==> src/rtl/c1_bus_arbiter.sv <==
// Two-requester arbiter for the shared C1 CPU-to-cache bus: round-robin grant, two-cycle
// address phase, split 16-bit data halves, response wait with timeout, and a turnaround cycle.
package c1_bus_pkg;
    localparam logic [2:0] NONE_C1             = 3'd0;
    localparam logic [2:0] READ8               = 3'd1;
    localparam logic [2:0] READ16              = 3'd2;
    localparam logic [2:0] READ32              = 3'd3;
    localparam logic [2:0] WRITE32_OR_RESPONSE = 3'd4;
endpackage

module c1_bus_arbiter #(
    parameter int TAG_W   = 10,
    parameter int SET_W   = 5,
    parameter int OFF_W   = 4,
    parameter int DATA_W  = 16,
    parameter int CTR_W   = 3,
    parameter int TIMEOUT = 255
) (
    input  logic                     clk,
    input  logic                     reset,
    input  logic [1:0]               req_valid,
    input  logic [2*CTR_W-1:0]       req_cmd,
    input  logic [2*TAG_W-1:0]       req_tag,
    input  logic [2*SET_W-1:0]       req_set,
    input  logic [2*OFF_W-1:0]       req_off,
    input  logic [63:0]              req_wdata,
    output logic [1:0]               req_done,
    output logic                     req_err,
    output logic [31:0]              rdata,
    output logic                     grant,
    output logic                     busy,
    output logic [TAG_W+SET_W-1:0]   a1_out,
    output logic                     a1_oe,
    output logic [DATA_W-1:0]        d1_out,
    output logic                     d1_oe,
    output logic [CTR_W-1:0]         c1_out,
    output logic                     c1_oe,
    input  logic [DATA_W-1:0]        d1_in,
    input  logic [CTR_W-1:0]         c1_in
);
    localparam int ADDR_W = TAG_W + SET_W;
    localparam int CNT_W  = $clog2(TIMEOUT + 1);

    localparam logic [CTR_W-1:0] C_NONE   = CTR_W'(c1_bus_pkg::NONE_C1);
    localparam logic [CTR_W-1:0] C_READ8  = CTR_W'(c1_bus_pkg::READ8);
    localparam logic [CTR_W-1:0] C_READ16 = CTR_W'(c1_bus_pkg::READ16);
    localparam logic [CTR_W-1:0] C_READ32 = CTR_W'(c1_bus_pkg::READ32);
    localparam logic [CTR_W-1:0] C_WRITE  = CTR_W'(c1_bus_pkg::WRITE32_OR_RESPONSE);

    typedef enum logic [2:0] {S_IDLE, S_ADDR1, S_ADDR2, S_WAIT, S_DATA2, S_TURN} state_t;

    state_t             state;
    logic               rr_ptr;
    logic [CTR_W-1:0]   cmd_q;
    logic [OFF_W-1:0]   off_q;
    logic [31:0]        wdata_q;
    logic [CNT_W-1:0]   cnt;

    logic               win;
    logic [CTR_W-1:0]   sel_cmd;
    logic [TAG_W-1:0]   sel_tag;
    logic [SET_W-1:0]   sel_set;
    logic [OFF_W-1:0]   sel_off;
    logic [31:0]        sel_wdata;
    logic               sel_ok, sel_wr, cmd_ok, cmd_wr;

    function automatic logic supported(input logic [CTR_W-1:0] c);
        return c inside {C_READ8, C_READ16, C_READ32, C_WRITE};
    endfunction

    // NOTE: every signal assigned here gets a default first, so no path can infer a latch.
    always_comb begin
        win = rr_ptr;
        if (req_valid == 2'b01)
            win = 1'b0;
        else if (req_valid == 2'b10)
            win = 1'b1;
    end

    assign sel_cmd   = win ? req_cmd[2*CTR_W-1 -: CTR_W]   : req_cmd[CTR_W-1:0];
    assign sel_tag   = win ? req_tag[2*TAG_W-1 -: TAG_W]   : req_tag[TAG_W-1:0];
    assign sel_set   = win ? req_set[2*SET_W-1 -: SET_W]   : req_set[SET_W-1:0];
    assign sel_off   = win ? req_off[2*OFF_W-1 -: OFF_W]   : req_off[OFF_W-1:0];
    assign sel_wdata = win ? req_wdata[63:32]              : req_wdata[31:0];
    assign sel_ok    = supported(sel_cmd);
    assign sel_wr    = (sel_cmd == C_WRITE);
    assign cmd_ok    = supported(cmd_q);
    assign cmd_wr    = (cmd_q == C_WRITE);

    // Bus outputs are registered: each state's drive values are loaded on the edge that enters it.
    // NOTE: sequential state uses non-blocking assignments so all registers update together.
    always_ff @(posedge clk or posedge reset) begin
        if (reset) begin
            state    <= S_IDLE;
            rr_ptr   <= 1'b0;
            cmd_q    <= '0;
            off_q    <= '0;
            wdata_q  <= '0;
            cnt      <= '0;
            req_done <= '0;
            req_err  <= 1'b0;
            rdata    <= '0;
            grant    <= 1'b0;
            busy     <= 1'b0;
            a1_out   <= '0;
            a1_oe    <= 1'b0;
            d1_out   <= '0;
            d1_oe    <= 1'b0;
            c1_out   <= '0;
            c1_oe    <= 1'b0;
        end else begin
            req_done <= '0;
            req_err  <= 1'b0;
            unique case (state)
                S_IDLE: begin
                    if (|req_valid) begin
                        state   <= S_ADDR1;
                        busy    <= 1'b1;
                        grant   <= win;
                        if (&req_valid)
                            rr_ptr <= ~rr_ptr;
                        cmd_q   <= sel_cmd;
                        off_q   <= sel_off;
                        wdata_q <= sel_wdata;
                        c1_oe   <= sel_ok;
                        a1_oe   <= sel_ok;
                        d1_oe   <= sel_ok && sel_wr;
                        c1_out  <= sel_ok ? sel_cmd : C_NONE;
                        a1_out  <= sel_ok ? {sel_tag, sel_set} : '0;
                        d1_out  <= (sel_ok && sel_wr) ? DATA_W'(sel_wdata[15:0]) : '0;
                    end
                end
                S_ADDR1: begin
                    state <= S_ADDR2;
                    if (cmd_ok)
                        a1_out <= ADDR_W'(off_q);
                    if (cmd_wr)
                        d1_out <= DATA_W'(wdata_q[31:16]);
                end
                S_ADDR2: begin
                    a1_oe  <= 1'b0;
                    a1_out <= '0;
                    d1_oe  <= 1'b0;
                    d1_out <= '0;
                    if (cmd_ok) begin
                        state  <= S_WAIT;
                        c1_oe  <= 1'b0;
                        c1_out <= '0;
                    end else begin
                        // Unsupported commands never touch the bus and finish with an error.
                        state           <= S_TURN;
                        c1_oe           <= 1'b1;
                        c1_out          <= C_NONE;
                        req_done[grant] <= 1'b1;
                        req_err         <= 1'b1;
                    end
                end
                S_WAIT: begin
                    if (c1_in == C_WRITE) begin
                        if (cmd_q == C_READ32) begin
                            rdata[15:0] <= d1_in[15:0];
                            state       <= S_DATA2;
                        end else begin
                            if (cmd_q == C_READ8)
                                rdata <= 32'(d1_in[7:0]);
                            else if (cmd_q == C_READ16)
                                rdata <= 32'(d1_in);
                            state           <= S_TURN;
                            c1_oe           <= 1'b1;
                            c1_out          <= C_NONE;
                            req_done[grant] <= 1'b1;
                        end
                    end else if (cnt == CNT_W'(TIMEOUT - 1)) begin
                        state           <= S_TURN;
                        c1_oe           <= 1'b1;
                        c1_out          <= C_NONE;
                        req_done[grant] <= 1'b1;
                        req_err         <= 1'b1;
                    end else begin
                        cnt <= cnt + 1'b1;
                    end
                end
                S_DATA2: begin
                    rdata[31:16]    <= d1_in[15:0];
                    state           <= S_TURN;
                    c1_oe           <= 1'b1;
                    c1_out          <= C_NONE;
                    req_done[grant] <= 1'b1;
                end
                S_TURN: begin
                    state  <= S_IDLE;
                    busy   <= 1'b0;
                    cnt    <= '0;
                    c1_oe  <= 1'b0;
                    c1_out <= '0;
                end
                default: state <= S_IDLE;
            endcase
        end
    end
endmodule

==> config.mk <==
export PLATFORM = sky130hd
export DESIGN_NAME = c1_bus_arbiter
export DESIGN_NICKNAME = d
export VERILOG_FILES = /design/src/rtl/c1_bus_arbiter.sv
export SDC_FILE = /design/constraint.sdc
export NUM_CORES = 1
export LEC_CHECK = 0
export ABC_AREA = 1
export CAP_MARGIN = 15
export CORE_UTILIZATION = 45
export CTS_BUF_LIST = sky130_fd_sc_hd__clkbuf_16
export DETAILED_ROUTE_END_ITERATION = 6
export PLACE_DENSITY = 0.9
export SLEW_MARGIN = 5
export SYNTH_ARGS = -nofsm -noshare
export SYNTH_HDL_FRONTEND = slang
export SYNTH_SLANG_ARGS = --single-unit
==> constraint.sdc <==
create_clock -name clk -period 3.9 [get_ports clk]
set_input_delay 0.78 -clock clk [delete_from_list [all_inputs] [get_ports clk]]
set_output_delay 0.78 -clock clk [all_outputs]
set_load 0.05 [all_outputs]
=== Word-level counts from Yosys, hierarchy flattened ===
Cells that the tools add are included.

* Bits in registers: 125
* Output and inout port bits: 74
* Word-level logic and storage cells: 133

* $add $sub $neg: 1
* $lt $le $gt $ge: 2
* Equality and inequality tests: 27
* Multiplexer cells: 57
* Bitwise operators: 1
* Reductions and logical operators: 27

{| class="wikitable"
|+ Operators with widths
! kind !! count
|-
| $mux 32 || 4
|-
| $mux 16 || 5
|-
| $pmux 16 s3 || 1
|-
| $mux 15 || 3
|-
| $pmux 15 s3 || 1
|-
| $pmux 16 s2 || 1
|-
| $mux 3 || 10
|-
| $eq 3x2->1 const B || 6
|-
| $mux 8 || 2
|-
| $pmux 8 s2 || 1
|-
| $reduce_and 4->1 || 4
|-
| $eq 3x3->1 const B || 5
|-
| $pmux 3 s5 || 1
|-
| $ne 2x2->1 const B || 7
|-
| $mux 1 || 13
|-
| $reduce_and 3->1 || 4
|-
| $mux 10 || 1
|-
| $eq 3x1->1 const B || 3
|-
| $ne 3x3->1 const B || 3
|-
| $pmux 3 s3 || 1
|-
| $reduce_bool 3->1 || 3
|-
| $add 8x1->8 const B || 1
|-
| $eq 8x8->1 const B || 1
|-
| $mux 2 || 4
|-
| 19 further kinds || 30
|}

=== Depth between registers and ports, before layout ===
Gate-level depths: netlist (run 1).

* Depth in word-level cells: 10
* Depth in mapped cells: 12

=== Least setup slack after synthesis (run 1) ===
No wires, ideal clock.

* Path kind: input to register
* Start point: input port req_valid[1]
* End point: register d1_out[0]
* Library setup time: 0.073 ns
* Arrival time: 1.782 ns
* Required time: 3.827 ns
* Setup slack: 2.045 ns
* Cell stages on the path: 10
* Path through: nand2_1 > nand2_1 > nand2_2 > nand2_1 > nand2_1 > nand3_2 > inv_2 > buf_4 > nand2_1 > a21oi_2

* Word-level cells in the longest chain between the ends: 10
* Elaborated cells on any way between the ends: 18
* Those cells by class: eq/ne: 7; mux: 7; reduce/logical: 4

{| class="wikitable"
|+ RTL lines
! element !! line !! text
|-
| from (decl) || 21 || <nowiki>input logic [1:0] req_valid,</nowiki>
|-
| $eq 2x2->1 || 76 || <nowiki>else if (req_valid == 2'b10)</nowiki>
|-
| $mux 1 || 76 ||
|-
| $mux 1 || 74 || <nowiki>if (req_valid == 2'b01)</nowiki>
|-
| $mux 3 || 80 || <nowiki>assign sel_cmd = win ? req_cmd[2*CTR_W-1 -: CTR_W] : req_cmd[CTR_W-1:0];</nowiki>
|-
| $eq 3x1->1 (tied with other cells) || 68 || <nowiki>return c inside {C_READ8, C_READ16, C_READ32, C_WRITE};</nowiki>
|-
| $reduce_bool 4->1 || 68 ||
|-
| $logic_and 1x1->1 || 130 || <nowiki>d1_out <= (sel_ok && sel_wr) ? DATA_W'(sel_wdata[15:0]) : '0;</nowiki>
|-
| $mux 16 || 130 ||
|-
| $mux 16 || 116 || <nowiki>if (|req_valid) begin</nowiki>
|-
| $pmux 16 s3 || 114 || <nowiki>unique case (state)</nowiki>
|-
| to (signal assigned) || 130 ||
|-
| to (signal assigned) || 138 || <nowiki>d1_out <= DATA_W'(wdata_q[31:16]);</nowiki>
|-
| to (decl) || 34 || <nowiki>output logic [DATA_W-1:0] d1_out,</nowiki>
|}

Parallel ways exist; a longest one is shown, timed or not. The select of a mux whose other input is x is not followed.
A chain may end at the register's enable or synchronous reset.

=== Worst setup path in the final report (run 1) ===
* Start point: input port req_valid[1]
* End point: register a1_out[2]

* Word-level cells in the longest chain between the ends: 9
* Elaborated cells on any way between the ends: 17
* Those cells by class: eq/ne: 7; mux: 7; reduce/logical: 3

{| class="wikitable"
|+ RTL lines
! element !! line !! text
|-
| $eq 2x2->1 || 76 ||
|-
| $mux 1 || 76 ||
|-
| $mux 1 || 74 ||
|-
| $mux 3 || 80 ||
|-
| $eq 3x1->1 (tied with other cells) || 68 ||
|-
| $reduce_bool 4->1 || 68 ||
|-
| $mux 15 || 129 || <nowiki>a1_out <= sel_ok ? {sel_tag, sel_set} : '0;</nowiki>
|-
| $mux 15 || 116 ||
|-
| $pmux 15 s3 || 114 ||
|-
| to (signal assigned) || 129 ||
|-
| to (signal assigned) || 136 || <nowiki>a1_out <= ADDR_W'(off_q);</nowiki>
|-
| to (decl) || 32 || <nowiki>output logic [TAG_W+SET_W-1:0] a1_out,</nowiki>
|}

Parallel ways exist; a longest one is shown, timed or not. The select of a mux whose other input is x is not followed.

==> results of run 1 <==
==> critical path, delay by kind of cell <==
family / cells / cell delay (ps)
buffers and inverters: 3 / 990
and+or+nand+nor: 5 / 550
AOI/OAI and AO/OA: 2 / 340
==> how the worst max path moves through the flow <==
| stage | depth (start not counted) | from | slack [ps] | to |
|---|---|---|---|---|
| final | 10 | req_valid[1] | 1480 | a1_out[2] |
| after global routing | 7 | req_valid[1] | 1280 | wdata_q[25] |
| after CTS | 10 | req_valid[1] | 1520 | a1_out[2] |
| after detailed placement | 7 | req_valid[1] | 1160 | wdata_q[29] |
| after floorplan | 1 | reset | 250 | a1_oe |
| after global placement | 7 | req_valid[1] | 1270 | off_q[3] |
==> cells by family (layout without fill, tap and decap cells) <==
| family | after synthesis | count (layout) |
|---|---|---|
| adders and majority gates | 2 | 2 |
| xor gates and xnor gates | 4 | 4 |
| and+or+nand+nor | 335 | 335 |
| DFF | 109 | 109 |
| AOI/OAI and AO/OA | 151 | 151 |
| buffers and inverters | 117 | 305 |
==> metal layers <==
layer  vias to the layer above  part of all wire [%]  routed length [microns]
met2                       179                    48                     7558
met1                      2537                    45                     7120
li1                       2668                     -                        -
met5                         -                     0                        0
met3                        30                   5.0                      799
met4                         0                   2.6                      414
==> stage by stage <==
step                      power (mW)  area (sq um)  std cells  utilization [%]  setup slack, ps
after global routing           7.466          8060       1074            66.28             1283
final                          7.019          8060       1074            66.28             1481
after floorplan                4.921          5677        718                -            246.1
after detailed placement       6.122          7770       1058            63.89             1158
after global placement         6.014          7770       1058            63.89             1267
after CTS                      7.037          8060       1074            66.28             1520
==> area by class of cell <==
class | count | area [sq um] | area share, %
clock inverters | 7 | 65.06 | 0.8072
multi-input cells | 492 | 2437 | 30.24
well taps | 168 | 210.2 | 2.608
repair buffers | 207 | 2077 | 25.77
inverters | 82 | 317.8 | 3.943
flip-flops and latches | 109 | 2728 | 33.84
clock buffers | 9 | 225.2 | 2.794
==> where the power goes <==
group	internal, mW	switching (mW)
Combinational	1.34	2.85
Clock	0.495	0.405
Sequential	1.63	0.302
==> flip-flops by register name (all words and copies together), names as in the netlist <==
register and count:
rdata 32, d1_out 16, wdata_q 16, a1_out 15, cnt 8, off_q 4, c1_out 3, cmd_q 3
state 3, req_done 2, a1_oe 1, busy 1, c1_oe 1, d1_oe 1, grant 1, req_err 1
rr_ptr 1
==> Yosys cell counts, drive strengths merged <==
library cell  instances
nand4                 3
nand3b               12
a31oi                 2
dfrtp               109
a32oi                 1
clkbuf               13
o21ai                68
ha                    2
o31ai                 3
a21oi                47
o211ai                1
o21bai                1
nand2               166
nor2                121
buf                  22
nor3                  3
o22ai                28
nand3                30
xor2                  4
inv                  82
==> flow_summary.json, run 1 <==
{
  "hold_ws_ps": 458.3,
  "clock_latency_ps": 340,
  "whs_endpoint": "req_done[0]",
  "die_area_sq_um": 13070,
  "run_status": "finished, final reports clean",
  "globalRouteOverflowTotal": 0,
  "hp-class": "flip-flop to flip-flop",
  "final_common_cell": "clkdlybuf4s50_1",
  "synth_area_sq_um": 5677,
  "final.min_clock_period_ps": 2419,
  "grt_use_met3_pct": 2.859,
  "grt_pass1_wl_mm": 24.98,
  "wl_mm": 15.89,
  "crit_top_cell": "nand2_1",
  "pin_count": 205,
  "gp_congestion": 0.8813,
  "startpoint_type": "input pin",
  "cts_tree": "done",
  "final.setup_skew_ps": 7.816,
  "gr-max-usage-layer": "met2",
  "endpoint_kind": "flip-flop",
  "crit_arrival_ps": 2690,
  "tns_ps": 0,
  "numCtsBuffers": 9,
  "ys_warn_count": 0,
  "drive_above_1_share_pct": 8.830,
  "worstPathCellList": "clkdlybuf4s50_1 > nand2_1 > nand2_1 > nand2_2 > inv_1 > buf_4 > nand2_1 > a21oi_1 > nand2_1 > a21oi_1",
  "synth.top_cell.area_share_pct": 48.05,
  "layout_common_cells": "clkdlybuf4s50_1, nand2_1, dfrtp_1",
  "synth_compound_gate_area_share_pct": 15.63,
  "crit-reg2reg-launch": "state[0]",
  "met2_usage_pct": 40.32,
  "grt_util_met1_pct": 33.28,
  "drc_errors": 0,
  "cp_slowest_cell": "clkdlybuf4s50_1",
  "crit_required_ps": 4170,
  "synth.ff_latch_count": 109,
  "worstMarginPinSlew_ps": 858.0,
  "first_global_vias": 5061,
  "muxShareOfSynthArea_pct": 0,
  "cts_sinks": 109,
  "yosys.area_share.adder_pct": 0.4408,
  "hpwl_mm": 11.55,
  "hp-start": "grant",
  "root_buffer": "clkbuf_16",
  "ant_nets": 0,
  "cts_setup_buffers": 0,
  "syn_inst": 718,
  "hold_viol_final": 0,
  "fin_crit_sh_pct": 62.02,
  "yosysUniqueCellTypes": 35,
  "via_count": 5414,
  "power.density_nw_per_um2": 870.8,
  "die_w_microns": 114.3,
  "grt_max_degree": 61,
  "initial_core_util_pct": 46.68,
  "synthToLayoutAreaGrowth_pct": 41.99,
  "syn_area_per_cell_sq_um": 7.906,
  "post_cts_resized": 0,
  "rsz0062_at_grt": "false",
  "finalSetupViolCount": 0,
  "synth-simple-area-share_pct": 26.25,
  "num_rows": 40,
  "cpPeakStageDelay_ps": 500,
  "synth_nets": 851,
  "dr.pass1.iters": 5,
  "cp_max_fo": 51,
  "drtIter0Drc": 399,
  "regToRegEndpoint": "wdata_q[29]",
  "synthXorXnorAreaFrac_pct": 0.6171,
  "slew_viol_final": 0,
  "synth_top_family_by_area": "simple AND/OR/NAND/NOR gates",
  "p_leak_nw": 3.627,
  "reg2reg_depth": 7,
  "antenna_cells": 0,
  "max_freq_ghz": 0.4134,
  "io_buffers": 204,
  "cts_buffer_depth": 2,
  "ys_seq_area_share_pct": 48.05,
  "maxSlewHeadroom_pct": 42.66,
  "reg2reg_slack_ps": 1700,
  "grt_usage_pct": 24.60,
  "via_per_inst": 5.041,
  "h-tree-depth": 3,
  "nNetsFinal": 1034,
  "antenna_found_initial": 0,
  "hold_depth": 1,
  "hold_buffers": 0,
  "cap_violations": 0,
  "criticalPathCategory": "input pin to flip-flop",
  "routedWlPerCell_microns": 14.80,
  "die_h_microns": 114.3,
  "fillers": 999,
  "vdd_drop_max_v": 0.0004557,
  "clkTransAtPathRegs_ps": 70,
  "synth_area_leader_cell": "dfrtp_1",
  "coreArea_sq_um": 12160,
  "synth_area_leaders": "dfrtp_1, nand2_1, nor2_1"
}
Power figures use the tool's default switching activity.
==> inputs of run 2 (changes only) <==
- clock period: 3.9 -> 2.4 ns (I/O delays scaled with it)
==> run 2 against run 1 <==
- via count increased by 2.0%
- non-clock buffer count increased by 10
- core utilization increased by 1.1 points
==> flow_summary.json, run 2 (same netlist as run 1, synthesis figures left out) <==
{
  "coreArea_sq_um": 12160,
  "reg2reg_slack_ps": 230,
  "cp_slowest_cell": "dfrtp_1",
  "cap_violations": 0,
  "worstPathCellList": "nand2_2 > nor2_2 > inv_2 > o21ai_4 > inv_4 > nor2_1 > a21oi_1",
  "p_leak_nw": 3.687,
  "crit_arrival_ps": 2400,
  "largest-register": "rdata",
  "post_cts_resized": 0,
  "fin_cells": 1084,
  "slew_viol_final": 0,
  "routedWlPerCell_microns": 15.03,
  "grt_pass1_wl_mm": 26.25,
  "root_buffer": "clkbuf_16",
  "regToRegEndpoint": "d1_out[9]",
  "maxSlewHeadroom_pct": 61.27,
  "hold_buffers": 0,
  "largest_reg_flops": 32,
  "power.density_nw_per_um2": 1417,
  "numCtsBuffers": 9,
  "die_area_sq_um": 13070,
  "dr.pass1.iters": 5,
  "finalSetupViolCount": 0,
  "cts_buffer_depth": 2,
  "nNetsFinal": 1044,
  "layout_common_cells": "clkdlybuf4s50_1, nand2_1, dfrtp_1",
  "clock_latency_ps": 350,
  "startpoint_type": "flip-flop",
  "pin_count": 205,
  "tns_ps": 0,
  "worstMarginPinSlew_ps": 581.0,
  "critical_path.top_delay_family": "flip-flops",
  "drc_errors": 0,
  "h-tree-depth": 3,
  "run_status": "finished, final reports clean",
  "initial_core_util_pct": 46.68,
  "top_regs": "rdata (32), d1_out (16), wdata_q (16)",
  "synthToLayoutAreaGrowth_pct": 44.28,
  "cts_setup_buffers": 0,
  "grt_usage_pct": 25.76,
  "path_buf_inv": 2,
  "antenna_found_initial": 0,
  "vdd_drop_max_v": 0.0006865,
  "cpPeakStageDelay_ps": 610,
  "max_freq_ghz": 0.4619,
  "die_h_microns": 114.3,
  "rsz0062_at_grt": "false",
  "cts_tree": "done",
  "fillers": 972,
  "crit_required_ps": 2630,
  "first_global_vias": 5280,
  "die_w_microns": 114.3,
  "io_buffers": 204,
  "whs_endpoint": "req_done[0]",
  "hpwl_mm": 11.82,
  "final_common_cell": "clkdlybuf4s50_1",
  "ant_nets": 0,
  "criticalPathCategory": "flip-flop to flip-flop",
  "drive_above_1_share_pct": 10.04,
  "cp_max_fo": 22,
  "grt_max_degree": 110,
  "final.min_clock_period_ps": 2165,
  "num_rows": 40,
  "ff_latch_area_sq_um": 2728,
  "dp_cells": 1068,
  "antenna_cells": 0,
  "final.setup_skew_ps": 12.30,
  "hp-start": "grant",
  "hold_depth": 1,
  "multi_input_area_sq_um": 2437,
  "globalRouteOverflowTotal": 0,
  "drtIter0Drc": 568,
  "gp_congestion": 0.8778,
  "hold_viol_final": 0,
  "hp-class": "flip-flop to flip-flop",
  "fin_crit_sh_pct": 90.21,
  "via_count": 5520,
  "wl_mm": 16.30,
  "via_per_inst": 5.092,
  "cts_sinks": 109,
  "crit-reg2reg-launch": "state[0]",
  "reg2reg_depth": 7,
  "clkTransAtPathRegs_ps": 80,
  "endpoint_kind": "flip-flop"
}
==> run 2: metrics by stage <==
stage	worst slack (ps)	area, sq um	util [%]	power (mW)	hold slack [ps]
floorplan	604.5	5680	-	7.997	513.3
global placement	229.6	7896	64.93	9.954	440.2
detailed placement	126.6	7896	64.93	10.13	447.6
CTS	269.7	8190	67.35	11.64	457.9
global route	129.3	8190	67.35	12.36	486.6
finish	234.9	8190	67.35	11.60	454.7
==> run 2: power breakdown <==
group | internal (mW) | switching [mW] | total, mW
clock | 0.733 | 0.744 | 1.48
sequential | 2.64 | 0.469 | 3.11
combinational | 2.32 | 4.70 | 7.02
total | 5.70 | 5.91 | 11.6
==> run 2: worst max path at each step <==
stage / startpoint / endpoint / depth (start not counted)
3_5_place_dp: req_valid[1] / d1_out[12] / 10
4_1_cts: state[0] / d1_out[9] / 7
3_3_place_gp: req_valid[1] / d1_out[7] / 11
5_1_grt: state[0] / d1_out[1] / 7
6_report: state[0] / d1_out[9] / 7
2_1_floorplan: reset / a1_oe / 1
==> run 2: metal layers <==
layer	global-route usage [%]	vias up	part of all wire [%]
li1	-	2684	-
met5	0	-	0
met1	34.95	2558	44
met3	3.706	42	5.8
met4	10.82	0	3.5
met2	41.45	236	47
==> run 2: cell type report <==
cell class / instances / share of cell area [%]
clock buffer: 9 / 2.750
clock inverter: 7 / 0.8402
inverter: 82 / 3.896
multi-input combinational: 492 / 29.76
sequential: 109 / 33.30
tap: 168 / 2.566
timing repair buffer: 217 / 26.89
==> run 2: worst reg2reg max path: stages, from the launching register on <==
cell and delay (ps):
dfrtp_1 610, nand2_2 150, nor2_2 130, inv_2 180
o21ai_4 540, inv_4 230, nor2_1 150, a21oi_1 60
==> inputs of run 3 (changes only) <==
- PLACE_DENSITY: 0.9 -> 0.91
==> run 3 against run 2 <==
- via count up 1.4%
- clock skew shrank 4.0 ps
- clock power grew 7%
- setup slack improved by 130 ps
- critical path type is now flip-flop to output port
- critical endpoint is now d1_out[14]
- largest cell class unchanged
==> flow_summary.json, run 3 (same netlist as run 1, synthesis figures left out) <==
{
  "run_status": "finished, final reports clean",
  "startpoint_type": "flip-flop",
  "critical_path.top_delay_family": "buffers and inverters",
  "antenna_cells": 0,
  "drive_above_1_share_pct": 10.34,
  "antenna_found_initial": 0,
  "power.density_nw_per_um2": 1430,
  "worstMarginPinSlew_ps": 666.1,
  "final_common_cell": "clkdlybuf4s50_1",
  "worstPathCellList": "clkdlybuf4s50_1",
  "die_h_microns": 114.3,
  "cts_setup_buffers": 0,
  "tns_ps": 0,
  "cp_slowest_cell": "clkdlybuf4s50_1",
  "dp_slack_ps": 153.5,
  "hpwl_mm": 12.15,
  "hp-class": "flip-flop to flip-flop",
  "die_area_sq_um": 13070,
  "fillers": 968,
  "hold_buffers": 0,
  "dr.pass1.iters": 5,
  "layout_common_cells": "clkdlybuf4s50_1, nand2_1, dfrtp_1",
  "drc_errors": 0,
  "p_total_mw": 11.81,
  "routedWlPerCell_microns": 15.20,
  "initial_core_util_pct": 46.68,
  "first_global_vias": 5315,
  "ff_latch_area_sq_um": 2728,
  "largest_reg_flops": 32,
  "finalSetupViolCount": 0,
  "clkTransAtPathRegs_ps": 80,
  "criticalPathCategory": "flip-flop to output port",
  "final.setup_skew_ps": 8.341,
  "hold_viol_final": 0,
  "fin_cells": 1087,
  "num_rows": 40,
  "cts_buffer_depth": 2,
  "max_freq_ghz": 0.4906,
  "crit_required_ps": 1920,
  "cp_max_fo": 2,
  "drtIter0Drc": 435,
  "multi_input_area_sq_um": 2437,
  "numCtsBuffers": 9,
  "endpoint_kind": "output port",
  "via_count": 5599,
  "path_buf_inv": 1,
  "utilization_pct": 67.89,
  "setup_ws_ps": 361.8,
  "coreArea_sq_um": 12160,
  "final.min_clock_period_ps": 2038,
  "rsz0062_at_grt": "false",
  "pin_count": 205,
  "p_leak_nw": 3.720,
  "wl_mm": 16.52,
  "largest-register": "rdata",
  "gp_congestion": 0.8993,
  "die_w_microns": 114.3,
  "vdd_drop_max_v": 0.0007404,
  "post_cts_resized": 0,
  "grt_pass1_wl_mm": 26.14,
  "slew_viol_final": 0,
  "nNetsFinal": 1047,
  "crit-reg2reg-launch": "state[0]",
  "crit_arrival_ps": 1560,
  "cpPeakStageDelay_ps": 830,
  "globalRouteOverflowTotal": 0,
  "h-tree-depth": 3,
  "grt_max_degree": 58,
  "cap_violations": 0,
  "dp_cells": 1071,
  "hp-start": "busy",
  "root_buffer": "clkbuf_16",
  "ant_nets": 0,
  "grt_usage_pct": 25.36,
  "top_regs": "rdata (32), d1_out (16), wdata_q (16)",
  "cp-startpoint": "d1_out[14]",
  "io_buffers": 204,
  "cts_sinks": 109,
  "via_per_inst": 5.151,
  "clock_latency_ps": 340,
  "maxSlewHeadroom_pct": 55.54,
  "synthToLayoutAreaGrowth_pct": 45.45,
  "cts_tree": "done",
  "fin_crit_sh_pct": 84.93
}
## run 3: cell types whose count changed in the layout (fill, tap and decap cells not counted)
cell,delta
buf_12,+2
buf_4,+1
bufinv_16,+1
clkinv_8,-1
inv_6,-2
inv_8,+2
## run 3: worst paths after layout
path                               to  slack [ps]  cells past startpoint
min in group asynchronous   rdata[18]         480                      2
min reg2reg                      busy         470                      2
max reg2reg                d1_out[12]         430                      7
min                              busy         470                      2
max                        d1_out[14]         360                      1
max in group asynchronous  d1_out[11]        1310                      3
## run 3: area by class of cell
cell class | instances | share of cell area (%)
tap | 168 | 2.546
clock buffer | 9 | 2.728
sequential | 109 | 33.04
inverter | 82 | 3.864
clock inverter | 7 | 1.061
timing repair buffer | 220 | 27.25
multi-input combinational | 492 | 29.52
## run 3: report_power, final
group,internal (mW),switching [mW]
clock,0.838,0.756
sequential,2.64,0.472
combinational,2.38,4.72
total,5.86,5.95
## run 3: per-layer routing
metal	vias to the layer above	wire length (microns)	track usage, %
met4	0	493	10.22
met1	2634	7058	33.60
met5	-	0	0
met2	236	7933	41.74
met3	37	1033	3.917
li1	2692	-	-
## run 3: metrics by stage
stage / area, sq um / hold WS, ps
global route: 8257 / 483.1
finish: 8257 / 471.8
detailed placement: 7944 / 446.8
floorplan: 5680 / 513.3
global placement: 7944 / 440.8
CTS: 8257 / 469.3
